===== src/rtl/mul_radix2_pkg.sv =====
// mul_pkg: shared constants and state encoding for the radix-2 multiplier.
// Latency: n/a (declarations only).
// Backpressure: n/a.
//   MUL_W          operand width
//   MUL_ITER       iterations for a full-width multiplier
//   MUL_ITER_SHORT iterations when the multiplier magnitude fits in 16 bits
//   CNT_W          width of the iteration counter (must hold MUL_ITER)
package mul_pkg;

   localparam int MUL_W          = 32;
   localparam int MUL_ITER       = 32;
   localparam int MUL_ITER_SHORT = 16;
   localparam int CNT_W          = 6;

   typedef enum logic {
      ST_IDLE = 1'b0,
      ST_RUN  = 1'b1
   } mul_state_t;

endpackage


===== src/rtl/mul_radix2_twos_neg.sv =====
// twos_neg: conditional two's-complement negation, out = en ? -in : in.
// Latency: combinational.
// Backpressure: none.
//   in   [W-1:0]  value to (optionally) negate
//   en            1 = negate
//   out  [W-1:0]  result
module twos_neg #(
   parameter int W = 32
) (
   input  logic [W-1:0] in,
   input  logic         en,
   output logic [W-1:0] out
);

   assign out = en ? -in : in;

endmodule


===== src/rtl/mul_radix2.sv =====
// mul_radix2: multi-cycle radix-2 shift-add multiplier for MULT/MULTU.
// Latency: accept on edge T, mul_stall high T+1..T+N (N=32, or 16 with early exit), result from T+N+1.
// Backpressure: none; valid is ignored while mul_stall is high, flush aborts an operation.
//   clk, rst          clock (rising edge), asynchronous active-high reset
//   a, b   [31:0]     multiplicand / multiplier
//   valid             level-sensitive start request, taken only when idle
//   sign              1 = signed (MULT), 0 = unsigned (MULTU)
//   flush             synchronous abort; in idle it also blocks an accept
//   mul_stall         high while an operation is in flight (= |cnt)
//   result [63:0]     {HI, LO}, valid once mul_stall has dropped
// Optional build macro: MUL_EARLY_EXIT_EN -- finish in 16 iterations when the
// multiplier magnitude has no bits above bit 15.
module mul_radix2
   import mul_pkg::*;
(
   input  logic                 clk,
   input  logic                 rst,
   input  logic [MUL_W-1:0]     a,
   input  logic [MUL_W-1:0]     b,
   input  logic                 valid,
   input  logic                 sign,
   input  logic                 flush,
   output logic                 mul_stall,
   output logic [2*MUL_W-1:0]   result
);

   localparam logic [CNT_W-1:0] N_LONG = CNT_W'(MUL_ITER);

   // state doubles as the busy flag (ST_RUN == busy)
   mul_state_t          state;
   logic [CNT_W-1:0]    cnt;
   // Only the operand sign bits are needed after accept.
   logic                a_save;
   logic                b_save;
   logic                sign_save;
   logic [MUL_W-1:0]    mcand;
   logic [2*MUL_W:0]    p;

   logic [MUL_W-1:0]    a_mag;
   logic [MUL_W-1:0]    b_mag;
   logic [MUL_W:0]      add_term;
   logic [MUL_W:0]      sum;
   logic [2*MUL_W:0]    p_step;
   logic [CNT_W-1:0]    n_last;
   logic [2*MUL_W-1:0]  mag;

   twos_neg #(.W(MUL_W)) u_neg_a (
      .in  (a),
      .en  (sign & a[MUL_W-1]),
      .out (a_mag)
   );

   twos_neg #(.W(MUL_W)) u_neg_b (
      .in  (b),
      .en  (sign & b[MUL_W-1]),
      .out (b_mag)
   );

   // One shift-add step: add the multiplicand into the upper half when the
   // current multiplier bit (P[0]) is set, then shift the whole thing right.
   // The add is 33 bits wide so the carry lands in P[64] before the shift.
   always_comb begin
      add_term = p[0] ? {1'b0, mcand} : '0;
      sum      = p[2*MUL_W:MUL_W] + add_term;
      p_step   = {sum, p[MUL_W-1:0]} >> 1;
   end

`ifdef MUL_EARLY_EXIT_EN
   localparam logic [CNT_W-1:0] N_SHORT = CNT_W'(MUL_ITER_SHORT);

   logic short_q;
   logic short_op;

   assign short_op = (b_mag[MUL_W-1:MUL_W/2] == '0);
   assign n_last   = short_q ? N_SHORT : N_LONG;
   // After 16 steps the product sits 16 bits too high in P; realign it.
   assign mag      = short_q ? (p[2*MUL_W-1:0] >> MUL_ITER_SHORT) : p[2*MUL_W-1:0];
`else
   assign n_last   = N_LONG;
   assign mag      = p[2*MUL_W-1:0];
`endif

   always_ff @(posedge clk or posedge rst) begin
      if (rst) begin
         state     <= ST_IDLE;
         cnt       <= '0;
         a_save    <= 1'b0;
         b_save    <= 1'b0;
         sign_save <= 1'b0;
         mcand     <= '0;
         p         <= '0;
`ifdef MUL_EARLY_EXIT_EN
         short_q   <= 1'b0;
`endif
      end else begin
         case (state)
            ST_IDLE: begin
               if (valid & ~flush) begin
                  a_save    <= a[MUL_W-1];
                  b_save    <= b[MUL_W-1];
                  sign_save <= sign;
                  mcand     <= a_mag;
                  p         <= {{(MUL_W+1){1'b0}}, b_mag};
                  cnt       <= CNT_W'(1);
                  state     <= ST_RUN;
`ifdef MUL_EARLY_EXIT_EN
                  short_q   <= short_op;
`endif
               end
            end
            ST_RUN: begin
               if (flush) begin
                  cnt   <= '0;
                  state <= ST_IDLE;
               end else begin
                  p <= p_step;
                  if (cnt == n_last) begin
                     cnt   <= '0;
                     state <= ST_IDLE;
                  end else begin
                     cnt <= cnt + CNT_W'(1);
                  end
               end
            end
            default: begin
               cnt   <= '0;
               state <= ST_IDLE;
            end
         endcase
      end
   end

   assign mul_stall = |cnt;

   // Product is unsigned magnitude; negate when a signed op had mixed signs.
   twos_neg #(.W(2*MUL_W)) u_neg_res (
      .in  (mag),
      .en  (sign_save & (a_save ^ b_save)),
      .out (result)
   );

endmodule


===== config.mk =====
export PLATFORM = sky130hd
export DESIGN_NAME = mul_radix2
export DESIGN_NICKNAME = d
export VERILOG_FILES = /design/src/rtl/mul_radix2_pkg.sv /design/src/rtl/mul_radix2_twos_neg.sv /design/src/rtl/mul_radix2.sv
export SDC_FILE = /design/constraint.sdc
export NUM_CORES = 1
export LEC_CHECK = 0
export BUFFER_PORTS_ARGS = -buffer_cell sky130_fd_sc_hd__buf_2
export CAP_MARGIN = 20
export CORE_AREA = 2 2 160 115
export CTS_CLUSTER_SIZE = 28
export DETAILED_ROUTE_END_ITERATION = 10
export DIE_AREA = 0 0 162 117
export PLACE_DENSITY = 0.76
export SLEW_MARGIN = 20
export SYNTH_ARGS = -nofsm -noshare
export SYNTH_HDL_FRONTEND = slang
export SYNTH_HIERARCHICAL = 1
export SYNTH_SLANG_ARGS = --single-unit

===== constraint.sdc =====
create_clock -name clk -period 9 [get_ports clk]
set_input_delay 0.45 -clock clk [delete_from_list [all_inputs] [get_ports clk]]
set_output_delay 0.45 -clock clk [all_outputs]
set_load 0.01 [all_outputs]

==> metrics.txt <==
cells on worst reg2reg path 11; number of global-route vias before repair 8,128; post-route DRC violation count 0; Simple-Gate Fraction of Synth Area 21.1%; Clock transition at path regs 0.08 ns; clk sink count 106; first-pass GRT wire length 41.6 mm; Syn Nets 1,210; library cells used by synthesis 66; Clk Latency, worst-skew pair 0.36 ns; syn_area_per_cell 8.50 sq um; cell count after synthesis 1,103; critical path class register to output pin; max-slew violations 0; number of synthesized register bits 106; worst r2r src p[0]; Leakage 4.29 nW; dominant cell type by area after synthesis dfrtp_1; FFs w/ async S/R, synth 100%; total of max-cap violations 0; setup TNS 0 ns; post-CTS setup buffer count 0; IO Count 134; CP required 8.55 ns; Synth top cells by count 133 x xnor2_1, 131 x nand2_1, 106 x dfrtp_1; first drt pass iteration count 5; root buffer cell clkbuf_16; largest net degree at the start of global routing 98; gr usage total 27.4%; sequential share of the synthesized area 28.3%; largest family of logic cells by synthesized area simple AND/OR/NAND/NOR gates; Layout Nets 1,302; RSZ-0062 raised after global routing false; area of the core 17,500 sq um; ANT cells 0; TritonCTS Buffers 9; CTS max path bufs 2; top cell type's share of synthesized area 28.3%; RePlAce Congestion 0.950; Synth Area in Compound Gates 20.3%; crit-path max FO 36; Initial DRC Count 833; starting density of the core 53.4%; RR Endpoint p[59]; crit path time final 4.08 ns; post-synthesis xor/xnor area fraction 13.3%; top-count cell post-synth xnor2_1; total congestion overflow 0; proportion of synthesized area in mux cells 7.94%; fmax 245 MHz; arrival time at the worst endpoint 3.63 ns; endpoints failing hold 0; status finished, final reports clean; layout cells sized above 1 18.8%; EDFF count, synth 0; Layout area overhead 11.6%; Mapped Area 9370 sq um; detailed-route via count 8,770; Setup crit end kind output pin; Final ANT Viol Nets 0; input/output buffers 133; critical path launch point type register; Worst slew margin 24.0%; Die Ht 117 um; CTS Hold Bufs 0; worst-margin pin slew 1.12 ns; die extent in x 162 um; WL/cell 18.0 um; Ys Warns 6; hold crit path type input pin to asynchronous set/reset pin; final WL 25.9 mm; setup violators final 0; CTS H-Tree Depth 3; clk_skew 0.00803 ns; VDD IR-drop max 149 uV; Final Cycle Share 45.3%; final non-filler cell total 1,436; HPWL Detailed 19.6 mm; Placed Instances 1,420; area share of fa/ha/maj cells after synthesis 5.15%; P per Cell Area 241 nW/um^2; CTS tree built; synth top area cells dfrtp_1 28%, xnor2_1 12%, o21ai_0 5.6%; Rows 41; prevailing post-synth register cell dfrtp_1; initial antenna violation count 0; post-CTS resize count 0; vias per inst 6.11; reg2reg setup slack 5.34 ns; die area 19,000 sq um
==> flip-flops by register name (all words and copies together), names as in the netlist <==
register   cells
a_save         1
b_save         1
cnt            6
mcand         32
p             64
sign_save      1
state          1
==> per-layer routing <==
layer  routed length (um)  share of wire [%]  global-route usage (%)
met1                12700                 49                    41.3
met2                11000                 43                    41.4
met3                 1750                6.8                    4.26
met4                  359                1.4                    6.31
met5                    0                  0                       0
==> cell type report <==
| cell class | count | area [sq um] |
|---|---|---|
| Fill cell | 1610 | 7090 |
| Multi-Input combinational cell | 911 | 6380 |
| Sequential cell | 106 | 2650 |
| Timing Repair Buffer | 140 | 718 |
| Tap cell | 236 | 295 |
| Clock buffer | 9 | 225 |
| Inverter | 27 | 104 |
| Clock inverter | 7 | 83.8 |
==> worst max-delay path by stage <==
stage | from | end | slack, ns | cells after the start
after global routing | p[0] | result[33] | 4.68 | 6
after CTS | p[0] | result[51] | 4.97 | 6
final | p[0] | result[51] | 4.92 | 6
after detailed placement | p[0] | result[51] | 5.36 | 6
after global placement | p[0] | result[51] | 5.51 | 6
after floorplan | rst | a_save | 5.76 | 1
==> cell families (layout without fill, tap and decap cells) <==
group / after synthesis / in the layout
xor+xnor: 142 / 142
compound gates: 288 / 288
flops: 106 / 106
simple gates: 373 / 373
fa+ha+maj: 38 / 38
buf+inv: 86 / 183
mux: 70 / 70
==> critical path, cell delays in order (launching register included) <==
cell      delay (ns)
dfrtp_1         0.73
or3_1           0.58
nor4_2          0.41
nand4b_2        0.62
o41ai_1         0.62
xnor2_1         0.16
buf_2           0.16
==> cell usage in the layout, fill, tap and decap left out, drive strengths merged, types with 12 or more instances in the layout <==
| cell | instances |
|---|---|
| a21o | 12 |
| nand2 | 131 |
| or4 | 29 |
| mux2i | 35 |
| o31ai | 39 |
| and2 | 37 |
| ha | 37 |
| nor3 | 12 |
| xnor2 | 133 |
| nor4 | 15 |
| or3 | 17 |
| nand4 | 16 |
| a21oi | 48 |
| inv | 31 |
| o21ai | 107 |
| dfrtp | 106 |
| buf | 140 |
| nor2 | 44 |
| nand3 | 20 |
| nand2b | 17 |
| mux2 | 35 |
| o41ai | 40 |
==> through the flow <==
stage | hold slack (ns) | cell area, sq um | total power, mW | util (%) | setup WS [ns]
2_1_floorplan | 0.469 | 9370 | 1.65 | - | 5.76
3_3_place_gp | 0.482 | 10100 | 2.07 | 57.8 | 5.51
3_5_place_dp | 0.489 | 10100 | 2.09 | 57.8 | 5.36
4_1_cts | 0.130 | 10400 | 2.52 | 59.6 | 4.97
5_1_grt | 0.153 | 10500 | 2.69 | 59.6 | 4.68
6_report | 0.114 | 10500 | 2.53 | 59.6 | 4.92
==> where the power goes <==
| part | internal [mW] | switching (mW) | total, mW |
|---|---|---|---|
| clock network | 0.222 | 0.197 | 0.420 |
| registers | 0.596 | 0.174 | 0.770 |
| logic | 0.569 | 0.766 | 1.34 |
| total | 1.39 | 1.14 | 2.53 |
Note: power is estimated with default switching activity, not from simulation.
